### src/rtl/stack_ctrl_pkg.sv
// -----------------------------------------------------------------------------
// stack_ctrl_pkg
// Shared definitions for the stack controller slice:
//   - state_t    : controller FSM states (ST_INIT_CLEAR, ST_READY)
//   - DEF_WIDTH  : default data word width
//   - DEF_DEPTH  : default number of stack entries
//   - ptr_width(): address width needed to index DEPTH entries
// -----------------------------------------------------------------------------
package stack_ctrl_pkg;

   localparam int DEF_WIDTH = 8;
   localparam int DEF_DEPTH = 16;

   typedef enum logic {
      ST_INIT_CLEAR = 1'b0,
      ST_READY      = 1'b1
   } state_t;

   // Width of an index into a DEPTH-entry array; never less than one bit.
   function automatic int ptr_width(input int depth);
      return (depth > 1) ? $clog2(depth) : 1;
   endfunction

endpackage

### src/rtl/stack_mem.sv
// -----------------------------------------------------------------------------
// stack_mem
// Storage array for the stack: one synchronous write port, one combinational
// read port. Holds no sequencing logic of its own.
//
// Ports:
//   clk    in   clock
//   we     in   write enable (write on rising edge)
//   waddr  in   write address
//   wdata  in   write data
//   raddr  in   read address
//   rdata  out  read data (combinational from raddr)
// -----------------------------------------------------------------------------
module stack_mem
   import stack_ctrl_pkg::*;
#(
   parameter int WIDTH = DEF_WIDTH,
   parameter int DEPTH = DEF_DEPTH,
   parameter int AW    = ptr_width(DEPTH)
) (
   input  logic             clk,
   input  logic             we,
   input  logic [AW-1:0]    waddr,
   input  logic [WIDTH-1:0] wdata,
   input  logic [AW-1:0]    raddr,
   output logic [WIDTH-1:0] rdata
);

   logic [WIDTH-1:0] mem [DEPTH];

   // NOTE: the array has no reset; contents are zeroed by the controller's
   // one-entry-per-cycle sweep, which keeps this mappable to plain RAM.
   always_ff @(posedge clk) begin
      if (we) begin
         mem[waddr] <= wdata;
      end
   end

   assign rdata = mem[raddr];

endmodule

### src/rtl/stack_controller.sv
// -----------------------------------------------------------------------------
// stack_controller
// LIFO stack controller with a power-up / on-demand memory zeroing sweep.
// After reset or clear the FSM sits in ST_INIT_CLEAR (busy=1) for DEPTH
// cycles writing zero to each entry, then accepts push/pop in ST_READY.
//
// Ports:
//   clk       in   clock, all state updates on rising edge
//   reset     in   synchronous active-high reset
//   clear     in   flush stack and re-run the zeroing sweep
//   push      in   push request
//   pop       in   pop request
//   data_in   in   word to push (WIDTH bits)
//   data_out  out  registered popped word (WIDTH bits)
//   full      out  stack holds DEPTH words
//   empty     out  stack holds no words
//   count     out  current occupancy (clog2(DEPTH)+1 bits)
//   busy      out  zeroing sweep in progress
//   error     out  overflow / underflow / request-while-busy flag
//
// Configuration macro:
//   STACK_CTRL_ERR_STICKY_EN  when defined, error holds once set until reset
//                             or clear; otherwise error is a one-cycle pulse
//                             per offending request.
// -----------------------------------------------------------------------------
module stack_controller
   import stack_ctrl_pkg::*;
#(
   parameter int WIDTH = DEF_WIDTH,
   parameter int DEPTH = DEF_DEPTH
) (
   input  logic                       clk,
   input  logic                       reset,
   input  logic                       clear,
   input  logic                       push,
   input  logic                       pop,
   input  logic [WIDTH-1:0]           data_in,
   output logic [WIDTH-1:0]           data_out,
   output logic                       full,
   output logic                       empty,
   output logic [ptr_width(DEPTH):0]  count,
   output logic                       busy,
   output logic                       error
);

   localparam int AW = ptr_width(DEPTH);

   state_t           state_q, state_d;
   logic [AW-1:0]    idx_q, idx_d;      // sweep index
   logic [AW:0]      sp_q, sp_d;        // stack pointer == occupancy
   logic [WIDTH-1:0] dout_d;
   logic             err_now;
   logic             err_d;

   logic             mem_we;
   logic [AW-1:0]    mem_waddr;
   logic [WIDTH-1:0] mem_wdata;
   logic [AW-1:0]    mem_raddr;
   logic [WIDTH-1:0] mem_rdata;

   // Top-of-stack address. When sp==DEPTH the low bits wrap to 0, so
   // subtracting one still lands on DEPTH-1.
   assign mem_raddr = sp_q[AW-1:0] - 1'b1;

   assign count = sp_q;
   assign empty = (sp_q == '0);
   assign full  = (sp_q == (AW+1)'(DEPTH));
   assign busy  = (state_q == ST_INIT_CLEAR);

   stack_mem #(
      .WIDTH (WIDTH),
      .DEPTH (DEPTH),
      .AW    (AW)
   ) u_mem (
      .clk   (clk),
      .we    (mem_we & ~reset),  // reset abandons any write issued this cycle
      .waddr (mem_waddr),
      .wdata (mem_wdata),
      .raddr (mem_raddr),
      .rdata (mem_rdata)
   );

   // NOTE: every signal driven here gets a default first, so no path can
   // leave one unassigned and infer a latch.
   always_comb begin
      state_d   = state_q;
      idx_d     = idx_q;
      sp_d      = sp_q;
      dout_d    = data_out;
      err_now   = 1'b0;
      mem_we    = 1'b0;
      mem_waddr = idx_q;
      mem_wdata = '0;

      unique case (state_q)
         ST_INIT_CLEAR: begin
            if (clear) begin
               idx_d = '0;               // restart sweep, requests dropped
            end else begin
               mem_we  = 1'b1;           // zero one entry per cycle
               err_now = push | pop;     // requests are refused while busy
               idx_d   = idx_q + 1'b1;
               if (idx_q == AW'(DEPTH - 1)) begin
                  state_d = ST_READY;
               end
            end
         end

         ST_READY: begin
            if (clear) begin
               state_d = ST_INIT_CLEAR;
               idx_d   = '0;
               sp_d    = '0;
            end else if (push && pop) begin
               // Replace-top: return the old top and overwrite it in place.
               if (empty) begin
                  err_now = 1'b1;
               end else begin
                  dout_d    = mem_rdata;
                  mem_we    = 1'b1;
                  mem_waddr = mem_raddr;
                  mem_wdata = data_in;
               end
            end else if (push) begin
               if (full) begin
                  err_now = 1'b1;
               end else begin
                  mem_we    = 1'b1;
                  mem_waddr = sp_q[AW-1:0];
                  mem_wdata = data_in;
                  sp_d      = sp_q + 1'b1;
               end
            end else if (pop) begin
               if (empty) begin
                  err_now = 1'b1;
               end else begin
                  dout_d = mem_rdata;
                  sp_d   = sp_q - 1'b1;
               end
            end
         end

         default: begin
            state_d = ST_INIT_CLEAR;
            idx_d   = '0;
         end
      endcase

`ifdef STACK_CTRL_ERR_STICKY_EN
      err_d = clear ? 1'b0 : (error | err_now);
`else
      err_d = err_now;
`endif
   end

   // NOTE: state registers use non-blocking assignments so every register
   // samples the pre-edge values computed above.
   always_ff @(posedge clk) begin
      if (reset) begin
         state_q  <= ST_INIT_CLEAR;
         idx_q    <= '0;
         sp_q     <= '0;
         data_out <= '0;
         error    <= 1'b0;
      end else begin
         state_q  <= state_d;
         idx_q    <= idx_d;
         sp_q     <= sp_d;
         data_out <= dout_d;
         error    <= err_d;
      end
   end

endmodule

### config.mk
export PLATFORM = sky130hd
export DESIGN_NAME = stack_controller
export DESIGN_NICKNAME = d
export VERILOG_FILES = /design/src/rtl/stack_ctrl_pkg.sv /design/src/rtl/stack_mem.sv /design/src/rtl/stack_controller.sv
export SDC_FILE = /design/constraint.sdc
export NUM_CORES = 1
export LEC_CHECK = 0
export CELL_PAD_IN_SITES_DETAIL_PLACEMENT = 1
export CELL_PAD_IN_SITES_GLOBAL_PLACEMENT = 2
export CORE_MARGIN = 10
export CORE_UTILIZATION = 48
export CTS_BUF_LIST = sky130_fd_sc_hd__clkbuf_8 sky130_fd_sc_hd__clkbuf_16
export DETAILED_ROUTE_END_ITERATION = 10
export HOLD_SLACK_MARGIN = 0.08
export PLACE_DENSITY = 0.85
export RECOVER_POWER = 100
export SLEW_MARGIN = 25
export SYNTH_ARGS = -nofsm -noshare
export SYNTH_HDL_FRONTEND = slang
export SYNTH_SLANG_ARGS = --single-unit
### constraint.sdc
create_clock -name clk -period 6.3 [get_ports clk]
set_input_delay 0.945 -clock clk [delete_from_list [all_inputs] [get_ports clk]]
set_output_delay 0.945 -clock clk [all_outputs]
set_load 0.05 [all_outputs]
==> run metrics, run 1 <==
TritonCTS Sinks=147; Cell Area, Synth=6222 µm²; # DRC=0; DPL Wire Length=9322 µm; Slew Limit Headroom=4.051%; final hold violation count=0; min Tclk post-route=4.694 ns; chip width=133.9 µm; first-pass GRT wire length=22300 µm; # hold bufs at CTS=0; starting density of the core=49.11%; global route overflow=0; DR vias=3472; fin nets=435; number of synthesized flops with an enable pin=128; Global Route Usage Sum=16.59%; Final Util=57.07%; number of global-route vias before repair=3786; CP max FO=41; hold crit path type=reg2reg; maxcap violations=0; Reg-to-Reg Start=count[0]; clk root buf=clkbuf_16; Crit. End Element=flip-flop; RSZ-0062 raised after global routing=false; CP Launch Type=flip-flop; status=finished, final reports clean; Worst Path Required=6.32 ns; Power Total=2.062 mW; DR iter-0 viols=276; core area=12670 µm²; Yosys reg bits=147; type of the worst setup path=reg2reg; ANT cells=0; CTS tree=yes; Cell Count, Final, Fillers Out=600; fraction of layout cells with a size suffix above 1=18.69%; Syn Area/Cell=16.55 µm²; cts repair resizes=0; Reg2Reg Setup Slack=1.61 ns; Port Buffers=29; Die H=133.9 µm; clock skew=0.006032 ns; fin crit share=74.51%; largest net degree at the start of global routing=42; setup total negative slack=0 ns; worst hold slack=0.4719 ns; library cells used by synthesis=53; Routed Antenna Nets=0; CP startpoint=count[0]; 1st-pass router iterations=4; Slew Limit Fails=0; sequential share of the synthesized area=67.89%; Max rail drop VDD=0.0002478 V; drt total wl=14250 µm; Cell Pwr Density=285.2 nW/µm²; Final GP Congestion=0.8450; f_max=213.0 MHz; I/O Pins=30; Row Count=41; initial antenna violation count=0; Mapped Cells=376; Worst-path clk slew=0.06 ns; Cell Area, Placed=6713 µm²; Placed Cells=568; Worst-Skew Late Latency=0.41 ns; Finished Cell Area=7231 µm²; Async SR Flop Fraction=0%; Via density=5.787; Leak Pwr=2.665 nW; pre-CTS setup slack=1.851 ns; largest buffer count on any clock path=2; die area=17920 µm²; Worst-Margin Slew=1.436 ns; Synth Warn #=0; CTS Buf Count=17; Post-CTS Setup Inserts=0; final setup fails=0; routed len/inst=23.75 µm; Top FF cell, synth=edfxtp_1; Layout area overhead=16.21%; H-tree depth=4; final worst setup slack=1.606 ns; post-synthesis net count=396; Hold Startpoint=data_out[6]; Arrival @ worst endpoint=4.72 ns
[per-layer routing]
metal	part of all wire, %	GRT usage [%]	up-vias
met5	0	0	-
li1	-	-	1568
met3	4.8	3.099	15
met2	52	28.52	85
met4	1.2	5.683	0
met1	42	20.57	1804
[worst max-delay path: stages (launching register included)]
cell       delay [ns]
dfxtp_2          0.31
buf_4            0.34
inv_1            0.21
ha_1             0.19
nor4b_1          1.01
nor2_1           0.27
a2bb2oi_1        0.22
o221ai_2         0.61
nor3b_1          1.13
[layout by cell type, fill, tap and decap left out, types with 3 or more instances in the layout]
master and count:
edfxtp_1 128, nand4_1 3, inv_1 5, and2_0 8, nor3b_1 9, nand2_1 36
mux4_2 32, a211o_1 8, clkdlybuf4s50_1 11, o21ai_0 4, mux2i_1 3, xnor2_1 4
nor2_1 12, ha_1 6, clkbuf_1 6, dfxtp_1 18, nor3_1 6, inv_6 4
xor2_1 3, clkinv_2 5, clkbuf_16 17, a22oi_1 4, nand2b_1 3, and3b_1 4
a21oi_1 22, buf_4 4, dlygate4sd3_1 18
[cell type report]
cell class / count / area [µm²]
inverters: 6 / 22.52
fillers: 1174 / 5440
flip-flops and latches: 147 / 4225
multi-input cells: 204 / 1844
clock buffers: 17 / 425.4
clock inverters: 15 / 155.1
repair buffers: 39 / 342.8
well taps: 172 / 215.2
[where the power goes]
part / switching, mW / total (mW) / leakage [nW] / internal, mW
clock: 0.399 / 0.986 / 0.286 / 0.587
combinational: 0.0161 / 0.0287 / 0.775 / 0.0126
sequential: 0.00174 / 1.05 / 1.60 / 1.05
total: 0.417 / 2.06 / 2.66 / 1.65
[synthesized netlist by cell type, types with 2 or more instances]
| cell | n | area share (%) |
|---|---|---|
| edfxtp_1 | 128 | 62 |
| ha_1 | 6 | 1.2 |
| a21o_1 | 2 | 0.24 |
| clkbuf_1 | 9 | 0.54 |
| a22oi_1 | 4 | 0.48 |
| mux4_2 | 32 | 12 |
| nand4_1 | 3 | 0.30 |
| and3b_1 | 4 | 0.56 |
| o21ai_0 | 4 | 0.32 |
| a21oi_1 | 22 | 1.8 |
| or4_4 | 2 | 0.36 |
| a211o_1 | 8 | 1.1 |
| mux2i_1 | 3 | 0.48 |
| xor2_1 | 4 | 0.56 |
| o31ai_1 | 2 | 0.24 |
| a31oi_1 | 2 | 0.20 |
| nor4_1 | 2 | 0.20 |
| xnor2_1 | 4 | 0.56 |
| o21a_1 | 2 | 0.24 |
| a2bb2oi_1 | 2 | 0.28 |
| buf_6 | 3 | 0.54 |
| buf_2 | 5 | 0.40 |
| and2_1 | 9 | 0.90 |
| nand2_1 | 36 | 2.2 |
| nor3_1 | 6 | 0.48 |
| inv_1 | 5 | 0.30 |
| nand3b_1 | 2 | 0.24 |
| nor3b_2 | 2 | 0.40 |
| dfxtp_1 | 19 | 6.1 |
| nand3_1 | 2 | 0.16 |
| nand2b_1 | 3 | 0.30 |
| nor3b_1 | 7 | 0.84 |
| nor2_1 | 12 | 0.72 |
[logic make-up (layout without fill, tap and decap cells)]
| group | count (synthesis) | after routing | share of synthesized area [%] |
|---|---|---|---|
| compound gates | 57 | 57 | 6.334 |
| xor+xnor | 8 | 8 | 1.126 |
| fa+ha+maj | 7 | 7 | 1.528 |
| buf+inv | 25 | 77 | 2.192 |
| flops | 147 | 147 | 67.89 |
| mux | 35 | 35 | 12.07 |
| simple gates | 97 | 97 | 8.868 |
[final timing paths]
kind	end	depth (start not counted)
worst max-delay path	u_mem.mem[6][7]	8
worst min-delay path	data_out[6]	1
worst max register to register	u_mem.mem[6][7]	8
worst min register to register	data_out[6]	1
[registers in the layout, summed over array words and instances, names as in the netlist]
| register | count |
|---|---|
| u_mem.mem | 128 |
| data_out | 8 |
| count | 5 |
| idx_q | 4 |
| error | 1 |
| state_q | 1 |
No activity file was read; power rests on OpenSTA's default activity.
==> inputs of run 2 (changes only) <==
- CORE_UTILIZATION: 48 -> 41
- PLACE_DENSITY: 0.85 -> 0.77
- clock period: 6.3 -> 4.3 ns (I/O delays scaled with it)
==> run 2 against run 1 <==
Net effect:
- setup slack got worse by 0.94 ns
- final cell count increased by 3.2%
- die area is 14% higher
- non-clock buffer count is 7 higher
- cell area increased by 1.2%
- critical path type is now in2reg
- global-route usage down 1.6 points
- first-iteration DRC count grew 1.8%
- clock skew shrank 0.0019 ns
- clock power grew 54%
- wire length grew 0.40%
==> run metrics, run 2 (synthesis results as in run 1) <==
Slew Limit Headroom=4.712% (+0.66 points); Row Count=44 (+7.3%); final worst setup slack=0.6654 ns (-0.9403 ns); footprint of the multi-input gates=1857 µm² (+0.68%); maxcap violations=0 (unchanged); Routed Antenna Nets=0 (unchanged); final hold violation count=0 (unchanged); starting density of the core=42.33% (-6.8 points); min Tclk post-route=3.635 ns; Layout area overhead=17.64%; status=finished, final reports clean; fin nets=442 (+1.6%); final setup fails=0 (unchanged); CP max FO=16 (-61%); Finished Cell Area=7320 µm² (+1.2%); clk root buf=clkbuf_16; Top Layer Used=met4; DR WL met2=7087 µm (-3.9%); global route overflow=0 (unchanged); storage element area=4225 µm² (unchanged); # hold bufs at CTS=0 (unchanged); fraction of layout cells with a size suffix above 1=17.93% (-0.76 points); chip width=143.2 µm (+7.0%); Cell Pwr Density=423.9 nW/µm² (+49%); initial antenna violation count=0 (unchanged); Post-CTS Setup Inserts=0 (unchanged); clock skew=0.004141 ns (-0.001892 ns); largest buffer count on any clock path=2 (unchanged); CTS tree=yes; routed len/inst=23.11 µm (-2.7%); DR vias=3526 (+1.6%); Worst Path Required=4.36 ns (-1.96 ns); Reg2Reg Depth=8 (unchanged); CP Launch Type=input pin; Worst-Margin Slew=1.429 ns (-0.006803 ns); Final Util=49.80% (-7.3 points); f_max=275.1 MHz; number of global-route vias before repair=3700 (-2.3%); DR iter-0 viols=281 (+1.8%); TritonCTS Sinks=147 (unchanged); cts repair resizes=0 (unchanged); Global Route Usage Sum=15.04% (-1.6 points); pre-CTS setup slack=0.5834 ns (-1.267 ns); largest net degree at the start of global routing=37 (-12%); max reg flops=128 (unchanged); Hold Crit Depth=1 (unchanged); drt total wl=14310 µm (+0.40%); Crit. End Element=flip-flop; leading cell type in the layout, fill and taps excluded=edfxtp_1; Cell Area, Placed=6758 µm² (+0.67%); Met3 Wirelength=674 µm (-1.5%); core area=14700 µm² (+16%); Final GP Congestion=0.7590 (-10%); I/O Pins=30 (unchanged); setup total negative slack=0 ns (unchanged); type of the worst setup path=in2reg; H-tree depth=4 (unchanged); most flop-heavy register=u_mem.mem; CTS Buf Count=17 (unchanged); fin crit share=84.53%; # DRC=0 (unchanged); Port Buffers=29 (unchanged); Power Total=3.103 mW (+50%); Slew Limit Fails=0 (unchanged); Worst-Skew Late Latency=0.42 ns (about the same); commonest non-fill, non-tap cells in the layout=128 x edfxtp_1, 36 x nand2_1, 32 x mux4_2, 22 x a21oi_1, 19 x dlygate4sd3_1; Worst-path clk slew=0.06 ns (about the same); Arrival @ worst endpoint=3.69 ns (-1.03 ns); first-pass GRT wire length=22520 µm (+0.99%); Leak Pwr=2.690 nW (+0.95%); ANT cells=0 (unchanged); DPL Wire Length=9465 µm (+1.5%); 1st-pass router iterations=6 (+2); RSZ-0062 raised after global routing=false; Die H=143.2 µm (+7.0%); Max rail drop VDD=0.0003311 V (+34%); hold crit path type=reg2reg; met1 WL=6309 µm (+4.8%); fill cell count=1388 (+18%); die area=20500 µm² (+14%); Via density=5.696 (-1.6%)
## run 2: changes by cell type in the layout (fill, tap and decap cells not counted), moves of 2 or more
cell / change
inv_6: -3
clkinvlp_4: +2
bufinv_16: +2
clkinv_2: -3
nor3b_1: -2
clkinv_1: +3
clkbuf_1: +6
nor3b_2: +2
## run 2: worst max-delay path, stage by stage
cell	delay, ns
dlygate4sd3_1	0.70
inv_1	0.22
nor3_1	0.59
a2bb2oi_1	0.18
o221ai_2	0.60
nor3b_1	0.27
clkbuf_1	0.48
## run 2: path summary, 6_finish.rpt
path	slack, ns	startpoint	end
setup reg to reg	0.79	count[1]	u_mem.mem[10][7]
hold / removal	0.46	data_out[5]	data_out[5]
setup / recovery	0.67	push	u_mem.mem[10][7]
hold reg to reg	0.46	data_out[5]	data_out[5]
## run 2: stage by stage
step / hold WS [ns] / cells
floorplan: 0.4479 / 376
global placement: 0.4546 / 587
detailed placement: 0.4584 / 587
CTS: 0.4725 / 619
global route: 0.4829 / 619
finish: 0.4597 / 619
## run 2: final cells by class
type,count,area share (%)
repair buffers,46,5.060
clock inverters,15,2.581
well taps,184,3.145
clock buffers,17,5.812
flip-flops and latches,147,57.73
multi-input cells,204,25.37
inverters,6,0.3077
## run 2: metal layers
layer	GRT usage, %	vias to the layer above
met1	18.90	1856
met2	24.33	79
met5	0	-
li1	-	1578
met3	3.814	13
met4	6.135	0
## run 2: report_power, final
group          leakage (nW)  internal, mW  switching [mW]
sequential             1.60          1.53         0.00239
combinational         0.798        0.0182          0.0236
clock                 0.288         0.963           0.562
